[src/rtl/maxpool2x2_scheduler.sv]
// 2x2 / stride-2 max-pooling sequencer: walks the window grid of one conv
// result plane, reduces each returned window to its signed maximum and
// writes the results sequentially to the pooled-output memory.
module maxpool2x2_scheduler #(
    parameter int unsigned n_c                  = 26,
    parameter int unsigned n_r                  = 26,
    parameter int unsigned dataWidthImg         = 16,
    parameter int unsigned addressWidthRstlConv = 10
) (
    input  logic                                   clk,
    input  logic                                   rst,
    input  logic                                   start,
    input  logic                                   hold,
    output logic                                   busy,
    output logic                                   done,
    output logic                                   ren,
    output logic        [addressWidthRstlConv-1:0] radd1,
    output logic        [addressWidthRstlConv-1:0] radd2,
    input  logic signed [dataWidthImg-1:0]         rdata0,
    input  logic signed [dataWidthImg-1:0]         rdata1,
    input  logic signed [dataWidthImg-1:0]         rdata2,
    input  logic signed [dataWidthImg-1:0]         rdata3,
    output logic                                   wen,
    output logic        [addressWidthRstlConv-1:0] wadd,
    output logic signed [dataWidthImg-1:0]         data_out
);

    localparam int unsigned AW = addressWidthRstlConv;
    localparam int unsigned DW = dataWidthImg;
    localparam int unsigned PC = n_c / 2;
    localparam int unsigned PR = n_r / 2;
    localparam logic [AW-1:0] PC_LAST = AW'(PC - 1);
    localparam logic [AW-1:0] PR_LAST = AW'(PR - 1);

    typedef enum logic [1:0] {
        IDLE  = 2'd0,
        SCAN  = 2'd1,
        DRAIN = 2'd2,
        FIN   = 2'd3
    } state_t;

    state_t state_q, state_d;

    logic [AW-1:0] pr_q, pr_d;
    logic [AW-1:0] pc_q, pc_d;
    logic [AW-1:0] radd1_d, radd2_d;
    logic          ren_d;
    logic          busy_d;
    logic          done_d;
    logic          clear_wadd_c;
    logic          v1_q;

    logic signed [DW-1:0] max01_c, max23_c, max_c;

    // Two-level signed compare tree over the window returned this cycle
    always_comb begin
        max01_c = (rdata0 > rdata1) ? rdata0 : rdata1;
        max23_c = (rdata2 > rdata3) ? rdata2 : rdata3;
        max_c   = (max01_c > max23_c) ? max01_c : max23_c;
    end

    // State, window counters and registered read-side outputs
    always_ff @(posedge clk or posedge rst) begin
        if (rst) begin
            state_q <= IDLE;
            pr_q    <= '0;
            pc_q    <= '0;
            ren     <= 1'b0;
            radd1   <= '0;
            radd2   <= '0;
            busy    <= 1'b0;
            done    <= 1'b0;
        end else begin
            state_q <= state_d;
            pr_q    <= pr_d;
            pc_q    <= pc_d;
            ren     <= ren_d;
            radd1   <= radd1_d;
            radd2   <= radd2_d;
            busy    <= busy_d;
            done    <= done_d;
        end
    end

    // Next-state, window walk and handshake outputs
    always_comb begin
        state_d      = state_q;
        pr_d         = pr_q;
        pc_d         = pc_q;
        ren_d        = 1'b0;
        radd1_d      = radd1;
        radd2_d      = radd2;
        busy_d       = 1'b0;
        done_d       = 1'b0;
        clear_wadd_c = 1'b0;

        unique case (state_q)
            IDLE: begin
                if (start) begin
                    state_d      = SCAN;
                    pr_d         = '0;
                    pc_d         = '0;
                    clear_wadd_c = 1'b1;
                end
            end
            SCAN: begin
                busy_d = 1'b1;
                if (!hold) begin
                    ren_d   = 1'b1;
                    radd1_d = AW'(pr_q << 1);
                    radd2_d = AW'(pc_q << 1);
                    if (pc_q == PC_LAST) begin
                        pc_d = '0;
                        if (pr_q == PR_LAST) begin
                            state_d = DRAIN;
                        end else begin
                            pr_d = pr_q + AW'(1);
                        end
                    end else begin
                        pc_d = pc_q + AW'(1);
                    end
                end
            end
            DRAIN: begin
                // Once the final read has retired only the last write remains
                busy_d = 1'b1;
                if (!ren) begin
                    state_d = FIN;
                end
            end
            FIN: begin
                busy_d  = 1'b1;
                done_d  = 1'b1;
                state_d = IDLE;
            end
            default: begin
                state_d = IDLE;
            end
        endcase
    end

    // Read-return pipeline: stage-1 valid, then max result and write strobe
    always_ff @(posedge clk or posedge rst) begin
        if (rst) begin
            v1_q     <= 1'b0;
            wen      <= 1'b0;
            wadd     <= '0;
            data_out <= '0;
        end else begin
            v1_q <= ren;
            wen  <= v1_q;
            if (v1_q) begin
                data_out <= max_c;
            end
            if (clear_wadd_c) begin
                wadd <= '0;
            end else if (wen) begin
                wadd <= wadd + AW'(1);
            end
        end
    end

endmodule

[config.mk]
export PLATFORM = sky130hd
export DESIGN_NAME = maxpool2x2_scheduler
export DESIGN_NICKNAME = d
export VERILOG_FILES = /design/src/rtl/maxpool2x2_scheduler.sv
export SDC_FILE = /design/constraint.sdc
export NUM_CORES = 1
export LEC_CHECK = 0
export ABC_AREA = 1
export BUFFER_PORTS_ARGS = -buffer_cell sky130_fd_sc_hd__buf_4
export CORE_ASPECT_RATIO = 0.9
export CORE_MARGIN = 2
export CORE_UTILIZATION = 45
export DETAILED_ROUTE_END_ITERATION = 8
export PLACE_DENSITY = 0.66
export SYNTH_ARGS = -nofsm -noshare
export SYNTH_HDL_FRONTEND = slang
export SYNTH_SLANG_ARGS = --single-unit
[constraint.sdc]
create_clock -name clk -period 6.3 [get_ports clk]
set_clock_uncertainty 0.1 [all_clocks]
set_input_delay 0.315 -clock clk [delete_from_list [all_inputs] [get_ports clk]]
set_output_delay 0.315 -clock clk [all_outputs]
set_load 0.02 [all_outputs]
==> flow_summary_export.csv <==
group,metric,value,unit
setup_path,arrival,4.36,ns
synthesis,synth-async-reset-ratio,100,%
layout,fill_cells,1103,
setup_path,crit_path_max_fanout,17,
sta,max_slew.worst_pin.slew,0.892,ns
power,total_power,2.10,mW
power,p_leak,3.44,nW
power,ir_drop,0.220,mV
grt,grt_pass1_vias,4947,
setup_path,max_stage_delay,0.62,ns
synthesis,ys.flop_type,"dfrtp_1",
setup_path,crit_path_end_kind,"flop",
cts,ctsResizeCount,0,
layout,final_cell_mix,"nand2_1 (183), buf_4 (116), inv_1 (85)",
synthesis,netlist_instances,701,
setup_path,startpoint_type,"input pin",
layout,post-route-util,57.0,%
cts,clockBufferDepth,2,
power,power_per_cell_area,324,nW/um^2
floorplan,pin_count,118,
synthesis,ys_seq_area_share,33.9,%
synthesis,syn_avg_cell_area,7.48,um^2
sta,period_needed,4.24,ns
cts,h-tree-depth,3,
floorplan,core_area,11400,um^2
detailed_routing,routed_wl,14.0,mm
cts,cts_sinks,71,
cts,clk_pin_slew,0.06,ns
sta,setup_viol,0,
sta,layout_setup_ws,2.06,ns
setup_path,required,6.42,ns
sta,grt_setup_unrepaired,"false",
cts,cts_root_buffer,"clkbuf_16",
synthesis,synth_top_cell_area_share,33.9,%
setup_path,setup.worst_path.class,"in -> reg",
synthesis,synth_area_leaders,"dfrtp_1 (34%), ha_1 (14%), nand2_1 (13%), nand3_1 (6.4%), inv_1 (6.2%)",
floorplan,initial_utilization,46.0,%
detailed_routing,ant_nets,0,
cts,cts_buffers,9,
layout,finalNetCount,935,
setup_path,cp.buffers_inverters,4,
detailed_routing,first_pass_iters,5,
sta,final_max_slew_viol_count,0,
floorplan,die_area,12500,um^2
floorplan,die_h,106,um
layout,layout-drive-gt1-share,18.9,%
setup_path,crit_family,"simple AND/OR/NAND/NOR gates",
grt,grt_pass1_wl,24.0,mm
sta,finalCritPeriodShare,67.3,%
grt,antenna_found_initial,0,
setup_path,crit_chain,"buf_4 -> inv_1 -> ha_1 -> nand2_1 -> inv_1 -> nand3_1 -> nor2_1 -> nand4_1 -> nand3_2 -> nand2_1 -> and2_1 -> ha_1 -> nand2_1 -> nor4_2 -> nand2_1 -> nand3_1 -> nand3_4 -> inv_2 -> nand3_1 -> nand3_1 -> nand2_1",
sta,fmax,0.236,GHz
detailed_routing,avgRoutedWirePerCell,14.4,um
place,gp_congestion,0.986,
cts,cts_tree,"yes",
detailed_routing,viasPerCell,5.20,
layout,final_common_cell,"nand2_1",
sta,finalSetupTns,0,ns
grt,grt_overflow,0,
setup_path,cp_common_cell,"nand2_1",
cts,post_cts_buffers,0,
detailed_routing,drc,0,
synthesis,ys_ff_latch,71,
cts,clk_latency,0.33,ns
detailed_routing,via_count,5043,
layout,diodes,0,
cts,postCtsHoldBufs,0,
sta,hold_viol_final,0,
synthesis,synth_top_area_cell,"dfrtp_1",
floorplan,num_rows,37,
grt,grt_usage,23.5,%
synthesis,syn_area,5240,um^2
place,dp_hpwl,11.2,mm
floorplan,die_width,118,um
setup_path,slowest_stage,"nand4_1",
place,io_buffers,115,
min_path,hp-class,"in -> reg",
grt,grt_max_degree,72,
synthesis,ys.warnings.count,0,
layout,syn2layout_area_growth,23.7,%
synthesis,ys_types,41,
status,outcome,"complete, no violations",
run,cap_viol_max_count,0,
sta,slew_headroom,40.6,%
detailed_routing,drt_iter0_markers,313,
place,dp_slack,1.80,ns
synthesis,synth-edff-count,0,
final timing paths:
check                            from          end  slack [ns]  cells past startpoint
hold reg to reg                   ren         v1_q        0.31                      0
setup / recovery           rdata3[11]  data_out[4]        2.06                     21
max in group asynchronous         rst     radd2[7]        5.36                      3
hold / removal                   hold          ren        0.09                      2
setup reg to reg           state_q[1]     radd2[8]        3.75                      6
min in group asynchronous         rst      wadd[8]        0.14                      3
per-layer routing:
metal	routed length [um]	vias to the layer above	part of all wire, %	global-route usage (%)
met3	766	19	5.5	4.83
met5	0	-	0	0
met2	6160	158	44	36.9
li1	-	2541	-	-
met4	225	0	1.6	6.80
met1	6820	2325	49	33.0
area by class of cell:
type,count,area [um^2],area share (%)
Multi-Input combinational cell,520,3000,46.2
Sequential cell,71,1780,27.4
Clock inverter,5,40.0,0.617
Clock buffer,11,253,3.90
Inverter,91,352,5.42
Timing Repair Buffer,116,871,13.4
Tap cell,156,195,3.01
synth_stat cells (2+ instances only):
cell type  instances
o21ai_0           31
dfrtp_1           71
nor2_8             2
xor2_1             5
nand3_1           67
nor4_1             4
inv_1             86
nor2_1            42
nor3_1            15
nand3_2            4
buf_4              4
buf_6              3
nand2_1          183
a21oi_1           31
nand4_1           36
buf_2              6
clkbuf_1           7
nand2_2            2
and2_1            16
ha_1              58
inv_4              2
nand3_4            2
o31ai_1            2
nor3_2             2
a221oi_1           2
o21a_1             3
metrics by stage:
step | hold slack (ns) | area (um^2) | cells
finish | 0.0905 | 6490 | 970
global route | 0.0912 | 6490 | 970
CTS | 0.0858 | 6490 | 970
detailed placement | 0.303 | 6190 | 954
global placement | 0.295 | 6190 | 954
floorplan | 0.249 | 5250 | 702
sequential cells by signal (all words and copies together) (netlist names):
signal    cells
pr_q         10
wen           1
state_q       2
pc_q         10
wadd         10
radd1         9
data_out     16
v1_q          1
radd2         9
done          1
ren           1
busy          1
report_power, final:
part           switching [mW]  internal (mW)
registers              0.0905          0.568
clock network           0.200          0.291
logic                   0.591          0.359
total                   0.881           1.22
logic make-up after synthesis:
| family | count (synthesis) | synth area share (%) |
|---|---|---|
| adder cells (fa/ha/maj) | 58 | 13.8 |
| flip-flops | 71 | 33.9 |
| XOR/XNOR | 5 | 0.835 |
| other | 1 | 0.0715 |
| AO/OA/AOI/OAI | 74 | 7.80 |
| AND/OR/NAND/NOR | 381 | 34.6 |
| buffers and inverters | 111 | 9.00 |
Note: power is estimated with default switching activity, not from simulation.
